--- src/rtl/seg_pkg.sv ---
// seg_pkg: shared segment-code table, legal scan select codes and select decoding.
package seg_pkg;
    typedef struct packed {
        logic       legal;
        logic [1:0] slot;
    } sel_dec_t;

    localparam logic [3:0] SEL_BLANK = 4'b1111;
    localparam logic [3:0] SEL_CODE [4] = '{4'b1110, 4'b1101, 4'b1011, 4'b0111};
    localparam logic [7:0] SEG_CODE [16] = '{
        8'hC0, 8'hF9, 8'hA4, 8'hB0, 8'h99, 8'h92, 8'h82, 8'hF8,
        8'h80, 8'h90, 8'h88, 8'h83, 8'hC6, 8'hA1, 8'h86, 8'h8E
    };

    function automatic sel_dec_t decode_sel(input logic [3:0] s);
        decode_sel = '{legal: 1'b0, slot: 2'd0};
        for (int i = 0; i < 4; i++)
            if (s == SEL_CODE[i]) decode_sel = '{legal: 1'b1, slot: 2'(i)};
    endfunction
endpackage

--- src/rtl/seg7_to_hex.sv ---
// seg7_to_hex: active-low 7-segment pattern to hex nibble; err flags patterns outside the table.
module seg7_to_hex
    import seg_pkg::*;
(
    input  logic [6:0] seg_i,
    output logic [3:0] nib_o,
    output logic       err_o
);
    always_comb begin
        nib_o = 4'h0;
        err_o = 1'b1;
        for (int i = 0; i < 16; i++)
            if (seg_i == SEG_CODE[i][6:0]) begin
                nib_o = 4'(i);
                err_o = 1'b0;
            end
    end
endmodule

--- src/rtl/seg_scan_decoder.sv ---
// seg_scan_decoder: samples a multiplexed 4-digit 7-segment scan once sel has settled,
// assembles complete frames and hands them off through a valid/ready output.
module seg_scan_decoder
    import seg_pkg::*;
#(
    parameter int unsigned SETTLE = 4
) (
    input  logic        clk,
    input  logic        rst,
    input  logic [3:0]  sel,
    input  logic [7:0]  data,
    output logic        out_valid,
    input  logic        out_ready,
    output logic [15:0] out_value,
    output logic        out_err,
    output logic        overrun
);
    localparam logic [3:0] SET_MAX = 4'(SETTLE);
    localparam logic [3:0] SET_HIT = 4'(SETTLE - 1);

    logic [3:0]  sel_q, cnt_q, cnt_d, mask_q, mask_d, derr_q, derr_d;
    logic [15:0] dval_q, dval_d, val_q, val_d;
    logic        vld_q, vld_d, err_q, err_d, ovr_q, ovr_d;
    logic [3:0]  nib;
    logic        nerr, stable, hit, complete, load, unused_dp;
    sel_dec_t    sd;

    seg7_to_hex u_dec (.seg_i(data[6:0]), .nib_o(nib), .err_o(nerr));

    assign unused_dp = data[7];
    assign sd        = decode_sel(sel);
    assign stable    = sel == sel_q;
    // Sample on the edge where the counter steps from SETTLE-1 to SETTLE: once per dwell.
    assign hit       = stable && sd.legal && cnt_q == SET_HIT;
    assign cnt_d     = !stable ? 4'd0 : (cnt_q == SET_MAX ? cnt_q : cnt_q + 4'd1);
    assign complete  = mask_q == 4'hF;
    assign load      = complete && (!vld_q || out_ready);

    always_comb begin
        dval_d = dval_q;
        derr_d = complete ? 4'h0 : derr_q;
        mask_d = complete ? 4'h0 : mask_q;
        if (hit) begin
            dval_d[{sd.slot, 2'b00} +: 4] = nib;
            derr_d[sd.slot]               = nerr;
            mask_d[sd.slot]               = 1'b1;
        end
        vld_d = load || (vld_q && !out_ready);
        val_d = load ? dval_q : val_q;
        err_d = load ? |derr_q : err_q;
        ovr_d = ovr_q || (complete && vld_q && !out_ready);
    end

    always_ff @(posedge clk or negedge rst) begin
        if (!rst) begin
            sel_q  <= SEL_BLANK;
            cnt_q  <= 4'd0;
            mask_q <= 4'h0;
            derr_q <= 4'h0;
            dval_q <= 16'h0000;
            vld_q  <= 1'b0;
            val_q  <= 16'h0000;
            err_q  <= 1'b0;
            ovr_q  <= 1'b0;
        end else begin
            sel_q  <= sel;
            cnt_q  <= cnt_d;
            mask_q <= mask_d;
            derr_q <= derr_d;
            dval_q <= dval_d;
            vld_q  <= vld_d;
            val_q  <= val_d;
            err_q  <= err_d;
            ovr_q  <= ovr_d;
        end
    end

    assign out_valid = vld_q;
    assign out_value = val_q;
    assign out_err   = err_q;
    assign overrun   = ovr_q;
endmodule

--- config.mk ---
export PLATFORM = sky130hd
export DESIGN_NAME = seg_scan_decoder
export DESIGN_NICKNAME = d
export VERILOG_FILES = /design/src/rtl/seg_pkg.sv /design/src/rtl/seg7_to_hex.sv /design/src/rtl/seg_scan_decoder.sv
export SDC_FILE = /design/constraint.sdc
export NUM_CORES = 1
export LEC_CHECK = 0
export BUFFER_PORTS_ARGS = -buffer_cell sky130_fd_sc_hd__buf_4
export CORE_MARGIN = 5
export CORE_UTILIZATION = 40
export DETAILED_ROUTE_END_ITERATION = 10
export HOLD_SLACK_MARGIN = 0.12
export SYNTH_ARGS = -nofsm -noshare
export SYNTH_HDL_FRONTEND = slang
export SYNTH_SLANG_ARGS = --single-unit
export TNS_END_PERCENT = 100
--- constraint.sdc ---
create_clock -name clk -period 4.8 [get_ports clk]
set_clock_uncertainty 0.2 [all_clocks]
set_input_delay 0.48 -clock clk [delete_from_list [all_inputs] [get_ports clk]]
set_output_delay 0.48 -clock clk [all_outputs]
set_load 0.05 [all_outputs]
* Yosys cells after proc, flatten, opt, wreduce, memory -nomap -nowiden
Index checks and enable logic that the tools add are counted.
Storage, ports and cells: output and inout port bits 19, input bits 15, flip-flop bits (word level) 51, word-level logic and storage cells 99
Operators by class: equality and inequality tests 24, order comparisons 2, shift-type cells 2, mux-type cells 45, reductions and logical operators 14, add/sub/neg operators 2, bitwise gates (word level) 1
Operators with widths (number):
- 2-to-1 mux 4 bit | 14
- == test 7 bit (second input constant) | 4
- 2-to-1 mux 3 bit | 8
- == test 7 x 5 -> 1 bit (second input constant) | 3
- == test 7 x 6 -> 1 bit (second input constant) | 3
- 2-to-1 mux 1 bit | 18
- bitwise mux 16 bit | 1
- == test 4 bit (second input constant) | 4
- variable shift 4 x 6 -> 16 bit (first input constant) | 1
- indexed part select 4 x 6 -> 16 bit | 1
- == test 7 x 2 -> 1 bit (second input constant) | 2
- == test 7 x 4 -> 1 bit (second input constant) | 2
- == test 4 x 3 -> 1 bit (second input constant) | 2
- == test 7 x 3 -> 1 bit (second input constant) | 1
- logical AND 1 bit | 7
- logical NOT 7 bit | 1
- negator 4 -> 6 bit | 1
- adder 4 x 1 -> 4 bit (second input constant) | 1
- bitwise mux 4 bit | 1
- == test 4 x 2 -> 1 bit (second input constant) | 1
- == test 4 bit | 1
- 2-to-1 mux 2 bit | 2
- OR 4 bit | 1
- OR reduction 4 bit | 1
- other kinds (6) | 9

* Logic depth before layout (Yosys ltp)
depth in word-level cells 19, mapped depth 6, gate-level depth less buffers 6

* By module
Synthesis repeated with hierarchy kept, for this count alone.
Unflattened totals: cells, all modules 211, area total of the unflattened synthesis 2413.6 um2
Modules (own cells, without submodules):
- seg_scan_decoder | times used 1, seq. area each 1281.2 um2, cells an instance 158, area an instance 2072.0 um2
- seg7_to_hex | times used 1, seq. area each 0.0 um2, cells an instance 53, area an instance 341.6 um2

* Worst setup path before layout
No wires, ideal clock.
path type register -> register, from register vld_q, in the netlist out_valid, to register val_q[10], in the netlist out_value[10], stages on the path, launching flop included 6, buffers on the path 2, setup slack 2.724 ns, required time 4.475 ns, clock period less this slack 2.076 ns, arrival 1.751 ns, library setup time 0.125 ns, cells stage by stage dfrtp_1 nand2b_1 nor2b_1 clkbuf_1 buf_2 mux2_2
Between the ends: word-level cells in the longest chain between the ends 3
Ends and longest elaborated chain:
- from (decl) | RTL line seg_scan_decoder.sv:23 | logic vld_q, vld_d, err_q, err_d, ovr_q, ovr_d;
- from (signal assigned) | RTL line seg_scan_decoder.sv:71 | vld_q <= vld_d;
- logical NOT 1 bit | RTL line seg_scan_decoder.sv:37 | assign load = complete && (!vld_q || out_ready);
- logical OR 1 bit | RTL line seg_scan_decoder.sv:37
- logical AND 1 bit | RTL line seg_scan_decoder.sv:37
- to (signal assigned) | RTL line seg_scan_decoder.sv:72 | val_q <= val_d;
- to (decl) | RTL line seg_scan_decoder.sv:22 | logic [15:0] dval_q, dval_d, val_q, val_d;
Every way passes these cells. A chain may end at the register's enable or synchronous reset.

* Worst setup path in the final report
from input sel[1], to register dval_q[12]
Between the ends: word-level cells in the longest chain between the ends 7, elaborated cells between the ends (all ways) 15, classes of those cells add/sub: 1; eq/ne: 5; shift: 2; mux: 5; reduce/logical: 2
Ends and longest elaborated chain:
- from (decl) | RTL line seg_scan_decoder.sv:10 | input logic [3:0] sel,
- == test 4 bit | RTL line seg_pkg.sv:18 | if (s == SEL_CODE[i]) decode_sel = '{legal: 1'b1, slot: 2'(i)};
- 2-to-1 mux 3 bit (3 in series) | RTL line seg_pkg.sv:18
- negator 4 -> 6 bit or 2-to-1 mux 3 bit (tied branches) | RTL line seg_scan_decoder.sv:44, seg_pkg.sv:18
- indexed part select 4 x 6 -> 16 bit, or another cell as far along | RTL line seg_scan_decoder.sv:44 | dval_d[{sd.slot, 2'b00} +: 4] = nib;
- bitwise mux 16 bit or logical AND 1 bit (tied branches) | RTL line seg_scan_decoder.sv:44, seg_scan_decoder.sv:34
- to (signal assigned) | RTL line seg_scan_decoder.sv:70 | dval_q <= dval_d;
- to (decl) | RTL line seg_scan_decoder.sv:22
Parallel ways exist; a longest one is shown, timed or not.

==> results.toml <==
[drt]
wl_mm = 4.43
antenna_left = 0
vias_per_cell = 5.23
drtIter0Drc = 43
vias = 1570
drc = 0
wire_per_inst_um = 14.8
drt_first_pass_iters = 4

[sta]
fmax_mhz = 378
hold_ws_ns = 0.272
rsz0062_at_grt = "no"
period_share_pct = 55.1
tightest_slew_ns = 0.763
finalHoldViolations = 0
setup-tns-final_ns = 0
relSlewSlack_pct = 49.0
setup_viol = 0
drv_slew = 0
worst_slack_ns = 2.16
min_period_ns = 2.64

[global_route]
antenna_found_initial = 0
grt_pass1_vias = 1490
grt_pass1_wl_mm = 7.51
grt_overflow = 0
grtUsageTotal_pct = 12.9
grt_max_degree = 52

[cts]
clk_latency_ns = 0.30
cts_buffers = 5
cts_resized = 0
clock_sinks = 51
cts_tree = "done"
clock_path_buffers = 2
clk_pin_slew_ns = 0.08
htreeDepth = 2
post_cts_buffers = 0
hold_buffers = 5
root_buffer = "clkbuf_8"

[synth]
ys_seq_elements = 51
synthFlopType = "dfrtp_1"
yosysWarningCount = 0
netlist_instances = 191
seq_area_frac_synth_pct = 54.3
synth_cell_type_count = 43
synth-edff-count = 0
syn_area_mm2 = 0.00236
synth_fp_nets = 208
synth.top_cell.area_share_pct = 49.8
async_reset_ff_share_pct = 100
synthTopCellsByArea = "dfrtp_1 (50%), mux2_2 (15%), dfstp_2 (4.5%), mux2i_1 (2.1%), nor2_1 (1.9%)"
synth.avg_cell_area_um2 = 12.4
synth_area_leader_cell = "dfrtp_1"

[pwr]
internal_power_uw = 584
p_seq_share_pct = 57.9
power_frac_comb_pct = 7.0
swShare_pct = 22.1
peakVddDrop_mv = 0.119
fin_total_pwr_uw = 750
p_clk_share_pct = 35.1
p_leak_uw = 0.00137
power.density_mw_per_mm2 = 269
p_switching_uw = 165

[setup_path]
path_cells = "dlygate4sd3_1, buf_4, xor2_1, nor2_1, nand4_1, nor3_2, mux2_2"
cp_max_fo = 6
worstPathRequired_ns = 4.79
r2r_cells = 4
crit_path_start_kind = "primary input"
end_kind = "flop"
slowest_delay_ns = 0.54
slowest_stage = "dlygate4sd3_1"
worst-setup-path-type = "primary input to flop"
timing.critical_path.arrival_ns = 2.64

[layout]
syn2layout_area_growth_pct = 18.2
nets = 241
finish.utilization_pct = 48.0
drive_above_1_share_pct = 36.4
antenna_cells = 0

[floorplanning]
pin_count = 34
die-area_mm2 = 0.00754
die_w_um = 86.8
initial_core_util_pct = 40.6
core.rowCount = 28
die_y_um = 86.8
core-area_mm2 = 0.00582

[hold_path]
min_delay_path_depth = 3
hp-class = "primary input to flop"

[run_status]
status = "finished clean"

[job]
maxCapViolCount = 0

[placement]
dp_hpwl_mm = 3.06
place_congestion = 0.793
dp_slack_ns = 2.32
port_buffers = 32
==> critical path: cells and delay by family <==
kind / cells / cell delay, ns
simple gates: 3 / 0.90
buf+inv: 2 / 0.70
mux: 1 / 0.41
xor+xnor: 1 / 0.15
==> Yosys cell counts (2+ instances only) <==
| master | number |
|---|---|
| a2111oi_2 | 2 |
| a21o_1 | 5 |
| a21oi_1 | 3 |
| a31oi_1 | 2 |
| and3_1 | 2 |
| and4b_1 | 2 |
| buf_2 | 8 |
| clkbuf_1 | 3 |
| dfrtp_1 | 47 |
| dfstp_2 | 4 |
| ha_1 | 2 |
| inv_1 | 3 |
| mux2_2 | 32 |
| mux2i_1 | 5 |
| nand2_1 | 10 |
| nand2b_1 | 4 |
| nand3_1 | 3 |
| nand3b_1 | 3 |
| nand4_1 | 3 |
| nor2_1 | 12 |
| nor2b_1 | 2 |
| nor3_1 | 2 |
| nor3_2 | 2 |
| nor4_1 | 4 |
| o311ai_1 | 2 |
| o32ai_1 | 2 |
| or4_1 | 2 |
| xor2_1 | 5 |
==> flip-flops by register name (all words and copies together) (netlist names) <==
name,flops
sel_q,4
out_err,1
mask_q,4
overrun,1
out_valid,1
out_value,16
dval_q,16
derr_q,4
cnt_q,4
==> cells by family (layout without fill, tap and decap cells) <==
| kind of cell | count (synthesis) | in the layout | synth area share, % |
|---|---|---|---|
| AND/OR/NAND/NOR | 58 | 58 | 14.4 |
| adder cells (fa/ha/maj) | 2 | 2 | 1.06 |
| AO/OA/AOI/OAI | 22 | 22 | 7.48 |
| XOR/XNOR | 6 | 6 | 2.23 |
| multiplexers | 37 | 37 | 17.4 |
| flip-flops | 51 | 51 | 54.3 |
| buffers and inverters | 15 | 49 | 3.13 |
==> worst paths after layout <==
| kind | start | end | slack [ns] |
|---|---|---|---|
| hold reg to reg | overrun | overrun | 0.28 |
| max in group asynchronous | rst | dval_q[14] | 3.45 |
| hold / removal | out_ready | out_valid | 0.27 |
| setup reg to reg | mask_q[2] | out_value[15] | 2.36 |
| setup / recovery | sel[1] | dval_q[12] | 2.16 |
| min in group asynchronous | rst | out_value[10] | 0.54 |
==> power groups by stage <==
stage	clock, uW	combinational [uW]	sequential (uW)
floorplan	0	26.2	442
global placement	0	49.1	442
detailed placement	0	49.6	443
CTS	274	52.9	434
global route	291	59.3	435
finish	263	52.2	434
==> layer usage <==
layer  GRT usage (%)  wire (um)  vias to the layer above
met3            2.66        164                        7
met5               0          0                        -
li1                -          -                      751
met2            18.3       1940                       32
met4            5.95         95                        0
met1            18.6       2230                      780
==> through the flow <==
stage	instance area, um2	std cells
after floorplan	2360	191
final	2790	300
after global routing	2790	300
after CTS	2790	300
after detailed placement	2640	287
after global placement	2640	287
==> cell type report <==
type | instances | area (um2)
sequential | 51 | 1280
tap | 75 | 93.8
multi-input combinational | 125 | 1000
clock buffer | 8 | 100
timing repair buffer | 38 | 298
inverter | 3 | 11.3
fill | 555 | 3030
==> placed cells by master, fill, tap and decap left out, drive strengths merged, types with 2 or more instances in the layout <==
cell type	instances
nor2	12
o21ai	2
xor2	5
and3	2
nand2	10
dfstp	4
inv	3
or3b	2
nand2b	4
nor2b	2
ha	2
nor4	4
o32ai	2
a21oi	3
dlygate4sd3	5
or4	2
a31oi	2
clkbuf	8
o311ai	2
dfrtp	47
and4b	2
nand3b	3
nor3	4
nand4	3
mux2i	5
mux2	32
a21o	5
a2111oi	3
buf	33
nand3	3
Note: power is estimated with default switching activity, not from simulation.
